[config.mk]
export PLATFORM = sky130hd
export DESIGN_NAME = qpsk_uart_tx
export DESIGN_NICKNAME = d
export VERILOG_FILES = /design/src/rtl/qpsk_uart_tx.sv
export SDC_FILE = /design/constraint.sdc
export NUM_CORES = 1
export LEC_CHECK = 0
export ABC_AREA = 0
export CORE_ASPECT_RATIO = 1.75
export CORE_MARGIN = 2
export CORE_UTILIZATION = 60
export CTS_CLUSTER_DIAMETER = 30
export CTS_CLUSTER_SIZE = 14
export DETAILED_ROUTE_END_ITERATION = 12
export DONT_BUFFER_PORTS = 1
export PLACE_DENSITY = 0.76
export SETUP_SLACK_MARGIN = 0.15
export SLEW_MARGIN = 20
export SYNTH_ARGS = -nofsm -noshare
export SYNTH_HDL_FRONTEND = slang
export SYNTH_SLANG_ARGS = --single-unit
[constraint.sdc]
create_clock -name clk -period 2.3 [get_ports clk]
set_input_delay 0.345 -clock clk [delete_from_list [all_inputs] [get_ports clk]]
set_output_delay 0.345 -clock clk [all_outputs]
set_load 0.005 [all_outputs]
[src/rtl/qpsk_uart_tx.sv]
// qpsk_uart_tx: drains demapped characters from the QPSK demapper FIFO and
// sends each one as an 8N1 UART frame (LSB first) on tx. It counts the frames
// that complete and pulses eom when a 0x00 terminator byte finishes sending.
// Every output is registered. Each output is taken from the next-state
// decode, so tx, busy and read_en change on the same edge as the state.
module qpsk_uart_tx #(
    parameter int CLKS_PER_BIT = 16,
    parameter int CNT_W        = 16
) (
    input  logic             clk,
    input  logic             reset,
    input  logic             en,
    input  logic             empty,
    input  logic [7:0]       data_in,
    output logic             read_en,
    output logic             tx,
    output logic             busy,
    output logic [CNT_W-1:0] char_cnt,
    output logic             eom
);

    typedef enum logic [2:0] {
        IDLE  = 3'd0,
        FETCH = 3'd1,
        LATCH = 3'd2,
        START = 3'd3,
        DATA  = 3'd4,
        STOP  = 3'd5
    } state_t;

    // Last value of the bit timer within one UART bit period.
    localparam logic [15:0] BIT_LAST = 16'(CLKS_PER_BIT - 1);

    // A 0x00 byte marks the end of a message.
    function automatic logic is_terminator(input logic [7:0] b);
        return (b == 8'h00);
    endfunction

    state_t             state_r, state_s;
    logic [7:0]         shift_r, shift_s;
    logic [15:0]        timer_r, timer_s;
    logic [2:0]         bit_r, bit_s;
    logic               zero_r, zero_s;
    logic [CNT_W-1:0]   cnt_r, cnt_s;
    logic               tx_r, tx_s;
    logic               read_en_r, read_en_s;
    logic               busy_r, busy_s;
    logic               eom_r, eom_s;
    logic               bit_end_s;

    assign bit_end_s = (timer_r == BIT_LAST);

    // Next-state, datapath and next-output decode for the frame sequencer.
    always_comb begin
        state_s   = state_r;
        shift_s   = shift_r;
        timer_s   = timer_r;
        bit_s     = bit_r;
        zero_s    = zero_r;
        cnt_s     = cnt_r;
        eom_s     = 1'b0;
        tx_s      = 1'b1;
        read_en_s = 1'b0;
        busy_s    = 1'b0;
        case (state_r)
            IDLE: begin
                if (en && !empty) begin
                    state_s = FETCH;
                end else begin
                    state_s = IDLE;
                end
            end
            FETCH: begin
                state_s = LATCH;
            end
            LATCH: begin
                // The FIFO word is valid now, one cycle after the pop.
                shift_s = data_in;
                zero_s  = is_terminator(data_in);
                timer_s = 16'd0;
                bit_s   = 3'd0;
                state_s = START;
            end
            START: begin
                if (bit_end_s) begin
                    timer_s = 16'd0;
                    state_s = DATA;
                end else begin
                    timer_s = timer_r + 16'd1;
                end
            end
            DATA: begin
                if (bit_end_s) begin
                    timer_s = 16'd0;
                    if (bit_r == 3'd7) begin
                        state_s = STOP;
                    end else begin
                        bit_s   = bit_r + 3'd1;
                        shift_s = {1'b0, shift_r[7:1]};
                    end
                end else begin
                    timer_s = timer_r + 16'd1;
                end
            end
            STOP: begin
                if (bit_end_s) begin
                    timer_s = 16'd0;
                    cnt_s   = cnt_r + CNT_W'(1);
                    eom_s   = zero_r;
                    // Chain straight into the next pop when more data waits.
                    if (en && !empty) begin
                        state_s = FETCH;
                    end else begin
                        state_s = IDLE;
                    end
                end else begin
                    timer_s = timer_r + 16'd1;
                end
            end
            default: begin
                state_s = IDLE;
            end
        endcase

        case (state_s)
            START:   tx_s = 1'b0;
            DATA:    tx_s = shift_s[0];
            default: tx_s = 1'b1;
        endcase
        read_en_s = (state_s == FETCH);
        busy_s    = (state_s != IDLE);
    end

    // State, datapath and output registers with synchronous reset.
    always_ff @(posedge clk) begin
        if (reset) begin
            state_r   <= IDLE;
            shift_r   <= 8'h00;
            timer_r   <= 16'd0;
            bit_r     <= 3'd0;
            zero_r    <= 1'b0;
            cnt_r     <= '0;
            tx_r      <= 1'b1;
            read_en_r <= 1'b0;
            busy_r    <= 1'b0;
            eom_r     <= 1'b0;
        end else begin
            state_r   <= state_s;
            shift_r   <= shift_s;
            timer_r   <= timer_s;
            bit_r     <= bit_s;
            zero_r    <= zero_s;
            cnt_r     <= cnt_s;
            tx_r      <= tx_s;
            read_en_r <= read_en_s;
            busy_r    <= busy_s;
            eom_r     <= eom_s;
        end
    end

    assign read_en  = read_en_r;
    assign tx       = tx_r;
    assign busy     = busy_r;
    assign char_cnt = cnt_r;
    assign eom      = eom_r;

endmodule

==> metrics <==
CP max FO=8; area of the mapped netlist=2560 µm²; vias in the first global route=~2000; Tot GR Track Use=0.232; vias=approximately 2100; DR WL met2=approximately 2700 µm; Ant. Diodes=0; clock skew=roughly 0.0048 ns; core area=around 4100 µm²; Setup TNS=0 ns; crit path launch type=flip-flop; clk_lat worst skew=approximately 0.30 ns; clk root buf=clkbuf_8; Critical Path End Type=flip-flop; PD cells=approximately 590 nW/µm²; Die Area=4830 µm²; Min-Delay Path Class=input port to flip-flop; wl on met1=2090 µm; routability cong.=around 0.8; Layout Cells excl Fill=between 300 and 400; wire length on met3=227 µm; asr flop ratio synth=0; CP Class=flip-flop to flip-flop; Die Width=about 53 µm; fin. max-slew vios=0; yosys warns=0; DRC viols=0; RSZ-0062 raised after global routing=true; final setup fails=0; Syn-to-layout area delta=1.95%; sequential cell area fraction in the yosys report=0.399; number of flops mapped to enable cells by yosys=0; average size of a mapped cell=8.62 µm²; leakage power=around 0.87 nW; clock-pin slew on the worst setup and hold paths=approximately 0.09 ns; initial antenna violation count=0; most frequent cells in the layout=dfxtp_1, nor2_1, nand2_1; Worst R2R Path Depth=7; FF+latch count, synth=just over 50; final period utilization=0.883; max cap viols=0; Primary FF master, synth=dfxtp_1; Starting DRT DRC Count=57; worst path arrival time=roughly 2.2 ns; post-route ant nets=0; Final nets=305; pin count of the biggest net entering global routing=between 50 and 60; # fillers=between 300 and 400; clk sinks=between 50 and 60; post-synthesis net count=~310; Initial Util=0.623; first-pass GRT wire length=a little under 9000 µm; Worst-Margin Slew=0.526 ns; Slew Limit Headroom=0.646; synth unique cells=51; Final Hold Fails=0; CTS tree=done; GRT Residual Overflow=0; Hold Path Depth=1; I/O pin total=32; Detailed Place HPWL=between 3000 and 4000 µm; required time of the worst setup path=around 2.5 ns; total CTS buffers=5; Placed Instances=between 300 and 400; fin worst setup slack=about 0.27 ns; multi-input logic area=about 1400 µm²; pre-CTS setup slack=about 0.24 ns; fmax=roughly 490 MHz; status=finished clean; die height=around 90 µm; commonest non-fill, non-tap cell in the layout=dfxtp_1; Routed WL=between 5000 and 6000 µm; post-route minimum period=just over 2 ns; layout cells sized above 1=0.100; Top Metal Used=met4; via/cell ratio=about 6.2; first drt pass iteration count=5; Routed wire per std cell=roughly 15 µm; # rows=31; worst vdd ir=roughly 560 µV; sequential cell area=~1000 µm²; cells after synthesis=between 200 and 300; Max Root-Sink Buffers=2; # port buffers=0; depth of the CTS H-tree=2; # hold bufs at CTS=0; smallest hold slack=0.112 ns
==> layout make-up <==
| class | count | share of cell area |
|---|---|---|
| Timing Repair Buffer | 3 | 0.00862 |
| Tap cell | 49 | 0.0235 |
| Clock buffer | 7 | 0.0369 |
| Sequential cell | 51 | 0.391 |
| Clock inverter | 1 | 0.00287 |
| Multi-Input combinational cell | 225 | 0.533 |
| Inverter | 3 | 0.00431 |
==> stage by stage <==
step,total power (W),instance area (µm²),util
after floorplan,0.00100,2560,-
after global placement,0.000993,2500,0.608
after detailed placement,0.000995,2500,0.608
after CTS,0.00155,2610,0.634
after global routing,0.00159,2610,0.635
final,0.00154,2610,0.635
==> where the power goes <==
group          switching [W]  internal, W   total, W
sequential         0.0000138     0.000896   0.000910
combinational      0.0000381    0.0000262  0.0000642
clock               0.000295     0.000274   0.000569
total               0.000347      0.00120    0.00154
==> metal layers <==
| metal | GRT usage | up-vias |
|---|---|---|
| met1 | 0.243 | 987 |
| met4 | 0.0983 | 0 |
| met3 | 0.0414 | 7 |
| met5 | 0 | - |
| li1 | - | 1050 |
| met2 | 0.424 | 57 |
==> state kept, by name, indices dropped and copies added, names as in the netlist <==
name / flops
shift_r: 8
read_en: 1
bit_r: 3
busy: 1
timer_r: 16
tx: 1
char_cnt: 16
state_r: 3
eom: 1
zero_r: 1
==> worst paths after layout <==
check / from / end / slack [ns]
max: timer_r[0] / tx / 0.27
min: reset / char_cnt[15] / 0.11
max reg2reg: timer_r[0] / tx / 0.27
min reg2reg: shift_r[1] / shift_r[1] / 0.45
==> Yosys cell counts, drive strengths merged, types with 2 or more instances <==
cell type,count,area [µm²]
a21oi,25,129
nor3,17,85.1
a21o,2,15.0
nor4,10,105
a22oi,8,60.1
nor3b,4,30.0
inv,3,11.3
nand3,12,72.6
and2b,2,17.5
nand4,4,31.3
nand2,28,105
and3,7,46.3
nand3b,3,22.5
buf,8,65.1
o21ai,10,50.1
nand2b,3,18.8
dfxtp,51,1020
nor2,39,149
mux2i,3,30.0
a41oi,3,26.3
and4b,2,25.0
xnor2,12,105
ha,4,50.1
a31oi,2,12.5
clkbuf,10,78.8
xor2,2,17.5
a311oi,5,43.8
and4,3,27.5
and2,6,38.8
==> cells by family after synthesis <==
family / after synthesis / synth area share
flops: 51 / 0.399
xor+xnor: 14 / 0.0479
simple gates: 144 / 0.315
fa+ha+maj: 4 / 0.0195
compound gates: 60 / 0.147
buf+inv: 21 / 0.0606
mux: 3 / 0.0117
==> worst max-delay path, cell delays in order (launching register included) <==
cell,delay (ns)
dfxtp_1,0.38
ha_1,0.21
and4b_4,0.26
and4_2,0.36
a21oi_2,0.15
a211oi_1,0.31
and2_1,0.17
mux2i_1,0.07
==> repair_timing <==
item,in CTS,in global routing
endpoints found under the setup margin,0,7
buffers inserted,0,0
gates resized for setup,0,2
Power figures use the tool's default switching activity.
